==> src/rtl/array_collect.sv <==
// Stream-to-array deserializer: collects CELL_WIDTH cells into one flat
// ARRAY_HEIGHT x ARRAY_WIDTH word, flagging frames whose length is wrong.
module array_collect #(
  parameter int ARRAY_HEIGHT = 2,
  parameter int ARRAY_WIDTH  = 2,
  parameter int CELL_WIDTH   = 8
) (
  input  logic                                        clock,
  input  logic                                        reset,
  input  logic [CELL_WIDTH-1:0]                       in_data,
  input  logic                                        in_valid,
  output logic                                        in_ready,
  input  logic                                        in_last,
  output logic [ARRAY_HEIGHT*ARRAY_WIDTH*CELL_WIDTH-1:0] out_data,
  output logic                                        out_valid,
  input  logic                                        out_ready,
  output logic                                        out_error
);

  localparam int ARRAY_SIZE = ARRAY_HEIGHT * ARRAY_WIDTH;
  localparam int IDX_W      = $clog2(ARRAY_SIZE + 1);
  localparam int SLOT_W     = (ARRAY_SIZE > 1) ? $clog2(ARRAY_SIZE) : 1;
  localparam logic [IDX_W-1:0] LAST_IDX = IDX_W'(ARRAY_SIZE - 1);

  typedef enum logic [1:0] {
    RECEIVING,
    DRAINING,
    SENDING
  } state_t;

  state_t                                  state;
  logic [IDX_W-1:0]                        index;
  logic [ARRAY_SIZE-1:0][CELL_WIDTH-1:0]   buffer;
  logic                                    accept;
  logic [SLOT_W-1:0]                       slot;

  assign accept   = in_valid && in_ready;
  assign slot     = index[SLOT_W-1:0];
  assign out_data = buffer;

  // NOTE: all state is updated with non-blocking assignments so every
  // register samples the pre-edge values, independent of statement order.
  always_ff @(posedge clock) begin
    if (reset) begin
      state     <= RECEIVING;
      index     <= '0;
      // NOTE: the buffer is deliberately reset (and cleared after each send)
      // because unwritten slots of a short frame must read back as zero.
      buffer    <= '0;
      in_ready  <= 1'b1;
      out_valid <= 1'b0;
      out_error <= 1'b0;
    end else begin
      case (state)
        RECEIVING: begin
          if (accept) begin
            buffer[slot] <= in_data;
            if (in_last) begin
              state     <= SENDING;
              in_ready  <= 1'b0;
              out_valid <= 1'b1;
              out_error <= (index != LAST_IDX);
            end else if (index == LAST_IDX) begin
              // Array full but the frame keeps going: discard the tail.
              state <= DRAINING;
            end else begin
              index <= index + 1'b1;
            end
          end
        end

        DRAINING: begin
          if (accept && in_last) begin
            state     <= SENDING;
            in_ready  <= 1'b0;
            out_valid <= 1'b1;
            out_error <= 1'b1;
          end
        end

        SENDING: begin
          if (out_ready) begin
            state     <= RECEIVING;
            index     <= '0;
            buffer    <= '0;
            in_ready  <= 1'b1;
            out_valid <= 1'b0;
            out_error <= 1'b0;
          end
        end

        default: begin
          state     <= RECEIVING;
          index     <= '0;
          buffer    <= '0;
          in_ready  <= 1'b1;
          out_valid <= 1'b0;
          out_error <= 1'b0;
        end
      endcase
    end
  end

endmodule

==> config.mk <==
export PLATFORM = sky130hd
export DESIGN_NAME = array_collect
export DESIGN_NICKNAME = d
export VERILOG_FILES = /design/src/rtl/array_collect.sv
export SDC_FILE = /design/constraint.sdc
export NUM_CORES = 1
export LEC_CHECK = 0
export CAP_MARGIN = 20
export CORE_ASPECT_RATIO = 1.2
export CORE_UTILIZATION = 35
export CTS_CLUSTER_DIAMETER = 80
export DETAILED_ROUTE_END_ITERATION = 16
export SYNTH_ARGS = -nofsm -noshare
export SYNTH_HDL_FRONTEND = slang
export SYNTH_SLANG_ARGS = --single-unit
export TNS_END_PERCENT = 5
==> constraint.sdc <==
create_clock -name clock -period 1.7 [get_ports clock]
set_clock_uncertainty 0.2 [all_clocks]
set_input_delay 0.425 -clock clock [delete_from_list [all_inputs] [get_ports clock]]
set_output_delay 0.425 -clock clock [all_outputs]
set_load 0.005 [all_outputs]
==> metrics.md <==
| Metric | Value |
|---|---|
| Crit. End Element | `flip-flop` |
| CP max FO | `32` |
| Crit-path slowest cell | `clkdlybuf4s50_1` |
| Outcome | `finished clean` |
| Clock-pin slew on the worst setup and hold paths | `around 0.080 ns` |
| FF-to-FF path depth | `5` |
| All-Layer GR Usage | `18.45%` |
| Net count after synthesis | `215` |
| Vias in the first global route | `roughly 1600` |
| Worst path arrival time | `roughly 1.6 ns` |
| Unrepaired setup endpoints after global routing | `no` |
| Final #Nets | `about 270` |
| FFs w/ async S/R, synth | `0%` |
| Flop pwr share | `between 40% and 50%` |
| CTS Sinks | `40` |
| Hpwl dp | `3230 um` |
| Reg-to-reg startpoint | `index[0]$_SDFFE_PP0P_` |
| Final worst slack | `0.09784 ns` |
| Post-CTS Hold Buffers | `0` |
| Int Pwr | `around 1.6 mW` |
| DIE WIDTH | `68.09 um` |
| Final setup vio count | `0` |
| Synth unique cells | `30` |
| Via count | `~1700` |
| Synth warn | `0` |
| IO Pins | `48` |
| H-tree depth | `2` |
| Largest stage delay, worst path | `approximately 0.50 ns` |
| Routed length on met3 | `about 230 um` |
| WHS Endpoint | `out_data[17]$_SDFFE_PP0P_` |
| #FFs+latches synth | `40` |
| Reg-to-Reg End | `index[2]$_SDFFE_PP0P_` |
| Clock power frac | `35.8%` |
| Number of synthesized flops with an enable pin | `0` |
| Tcrit/Tclk final | `roughly 94%` |
| Final core occ | `a little over 50%` |
| Hold Fails Final Rpt | `0` |
| R2R setup slack | `about 0.18 ns` |
| Largest net degree at the start of global routing | `34` |
| Initial Utilization | `between 30% and 40%` |
| Layout area overhead | `37.24%` |
| Slew HR | `73.18%` |
| Clock Path Buffers | `2` |
| Max Clk Rate | `between 0.6 and 0.7 GHz` |
| Crit-path cells | `clkdlybuf4s50_1, nand4bb_1, buf_12, o211ai_1, a21oi_2` |
| Startpoint Class | `input port` |
| Setup WS pre-CTS | `-0.2582 ns` |
| DRT antenna net count | `0` |
| Global-route wire length before repair | `around 7600 um` |
| Via density | `between 5 and 6` |
| Num CTS Buffers | `5` |
| 1st-pass router iterations | `4` |
| Initial DRC Count | `224` |
| Pwr dens | `853.1 nW/um^2` |
| Total leakage power | `between 1 and 1.5 nW` |
| Post-route DRC | `0` |
| Tightest Pin Transition | `about 0.4 ns` |
| DR WL/cell | `about 15 um` |
| Mean Syn Cell Area | `between 9 and 10 sq um` |
| Port bufs | `47` |
| Placer Congestion | `between 0.7 and 0.8` |
| Worst skew pair latency | `0.29 ns` |
| Total Wirelength | `approximately 4800 um` |
| Sw frac | `between 20% and 30%` |
| Die H | `roughly 80 um` |
| Antenna violations before repair | `0` |
| Mapped Cells | `197` |
| Gate power share | `~18%` |
| Period minus WS final | `approximately 1.6 ns` |
| Peak supply drop | `roughly 460 uV` |
| Switching pwr | `between 0.5 and 0.6 mW` |
| Diodes inserted | `0` |
| Kind of critical path | `input port to flip-flop` |
| Post-synthesis instance area | `1834 sq um` |
| Die ar. | `5535 sq um` |
| Hold WC Path Type | `flip-flop to flip-flop` |
| Post-synth top flop | `dfxtp_1` |
| CTS tree | `yes` |
| Max layer used | `met4` |
| Register area share after synthesis | `between 40% and 50%` |
| Maxcap violations | `0` |
| Req. time, crit path | `1.69 ns` |
| GR Overflow Total | `0` |
| Hold depth | `2` |
| Core Box Area | `around 5000 sq um` |
| Share of layout cells above drive strength 1 | `19.60%` |
| Tot Pwr | `roughly 2.1 mW` |
| FILL cells | `around 500` |
| Root Driver | `clkbuf_8` |
| Final Max Slew Viols | `0` |
| M1 WL | `roughly 2100 um` |
| Met2 Wirelength | `between 2000 and 2500 um` |
| HP Start | `out_data[17]$_SDFFE_PP0P_` |
| Site row count | `28` |
synth_stat cells, drive strengths merged (2+ instances only):
cell type / count / area share, %
nand2b: 4 / 1.4
o211ai: 32 / 13
inv: 7 / 1.4
nor2: 3 / 0.61
buf: 14 / 5.4
dfxtp: 40 / 44
dlygate4sd1: 2 / 0.96
nand3: 32 / 8.7
a21oi: 35 / 10
clkbuf: 3 / 2.3
ha: 5 / 3.4
mux2i: 3 / 1.6
nor3: 3 / 0.82
nand2: 2 / 0.41
worst max-delay path by stage:
stage / endpoint / startpoint / slack (ns) / cells after the start
5_1_grt: out_data[15]$_SDFFE_PP0P_ / in_valid / 0.01 / 5
4_1_cts: out_data[2] / out_data[2]$_SDFFE_PP0P_ / -0.06 / 1
3_3_place_gp: out_data[14]$_SDFFE_PP0P_ / in_valid / -0.23 / 5
6_report: out_data[11]$_SDFFE_PP0P_ / in_valid / 0.1 / 5
2_1_floorplan: out_data[11]$_SDFFE_PP0P_ / state[1]$_SDFFE_PP0P_ / 0.28 / 6
3_5_place_dp: out_data[19]$_SDFFE_PP0P_ / in_valid / -0.26 / 5
cell families after synthesis:
group                      after synthesis  share of synthesized area [%]
DFF                                     40                          43.66
AOI/OAI and AO/OA                       71                          25.17
adders and majority gates                5                          3.411
and+or+nand+nor                         51                          15.42
buffers and inverters                   27                          10.71
muxes                                    3                          1.637
layout make-up:
type	count	area [sq um]	area share, %
multi-input cells	130	840.8	33.40
flip-flops and latches	40	827.0	32.85
repair buffers	65	640.6	25.45
well taps	60	75.07	2.982
clock buffers	6	72.57	2.883
clock inverters	2	35.03	1.392
inverters	7	26.28	1.044
per-layer routing:
| layer | track usage (%) | vias up |
|---|---|---|
| met5 | 0 | - |
| met1 | 22.96 | 828 |
| met4 | 6.458 | 0 |
| met2 | 30.10 | 41 |
| li1 | - | 829 |
| met3 | 4.916 | 8 |
power by group through the flow:
stage / Sequential [mW] / Combinational, mW / Clock, mW
2_1_floorplan: 1.02 / 0.216 / 0
3_3_place_gp: 1.02 / 0.385 / 0
3_5_place_dp: 1.02 / 0.387 / 0
4_1_cts: 1.00 / 0.375 / 0.790
5_1_grt: 1.01 / 0.412 / 0.825
6_report: 1.00 / 0.378 / 0.770
per-stage QoR:
stage / std cells / hold WS [ns] / cell area, sq um / TNS [ns]
2_1_floorplan: 197 / 0.2513 / 1834 / 0
5_1_grt: 310 / 0.3035 / 2517 / 0
3_3_place_gp: 301 / 0.2646 / 2412 / -7.754
4_1_cts: 310 / 0.2872 / 2511 / -0.06188
3_5_place_dp: 301 / 0.2788 / 2412 / -8.345
6_report: 310 / 0.2854 / 2517 / 0
state kept, by name, summed over array words and instances (netlist names):
register / cells
out_data: 32
index: 3
state: 2
in_ready: 1
out_error: 1
out_valid: 1
layout by cell type, fill, tap and decap left out, types with 2 or more instances in the layout:
master | netlist | routed
clkbuf_8 | 3 | 5
inv_1 | 7 | 7
nand3_1 | 32 | 32
ha_1 | 5 | 5
buf_4 | 4 | 12
nor2_1 | 3 | 3
mux2i_1 | 3 | 3
nand2b_1 | 4 | 4
nor3_1 | 3 | 3
a21oi_1 | 33 | 33
dfxtp_2 | 0 | 18
buf_12 | 0 | 6
dfxtp_1 | 40 | 21
dlygate4sd2_1 | 0 | 34
o211ai_1 | 32 | 32
clkdlybuf4s50_1 | 0 | 12
nand2_1 | 2 | 2
critical path, delay by kind of cell:
| family | cells | cell delay, ns |
|---|---|---|
| AOI/OAI and AO/OA | 2 | 0.28 |
| buffers and inverters | 2 | 0.71 |
| and+or+nand+nor | 1 | 0.16 |
repair_timing:
item | 4_1_cts | 5_1_grt
buffers inserted | 1 | 0
endpoints found under the setup margin | 35 | 9
gates resized for setup | 54 | 2
pin swaps | 0 | 0
No activity file was read; power rests on OpenSTA's default activity.
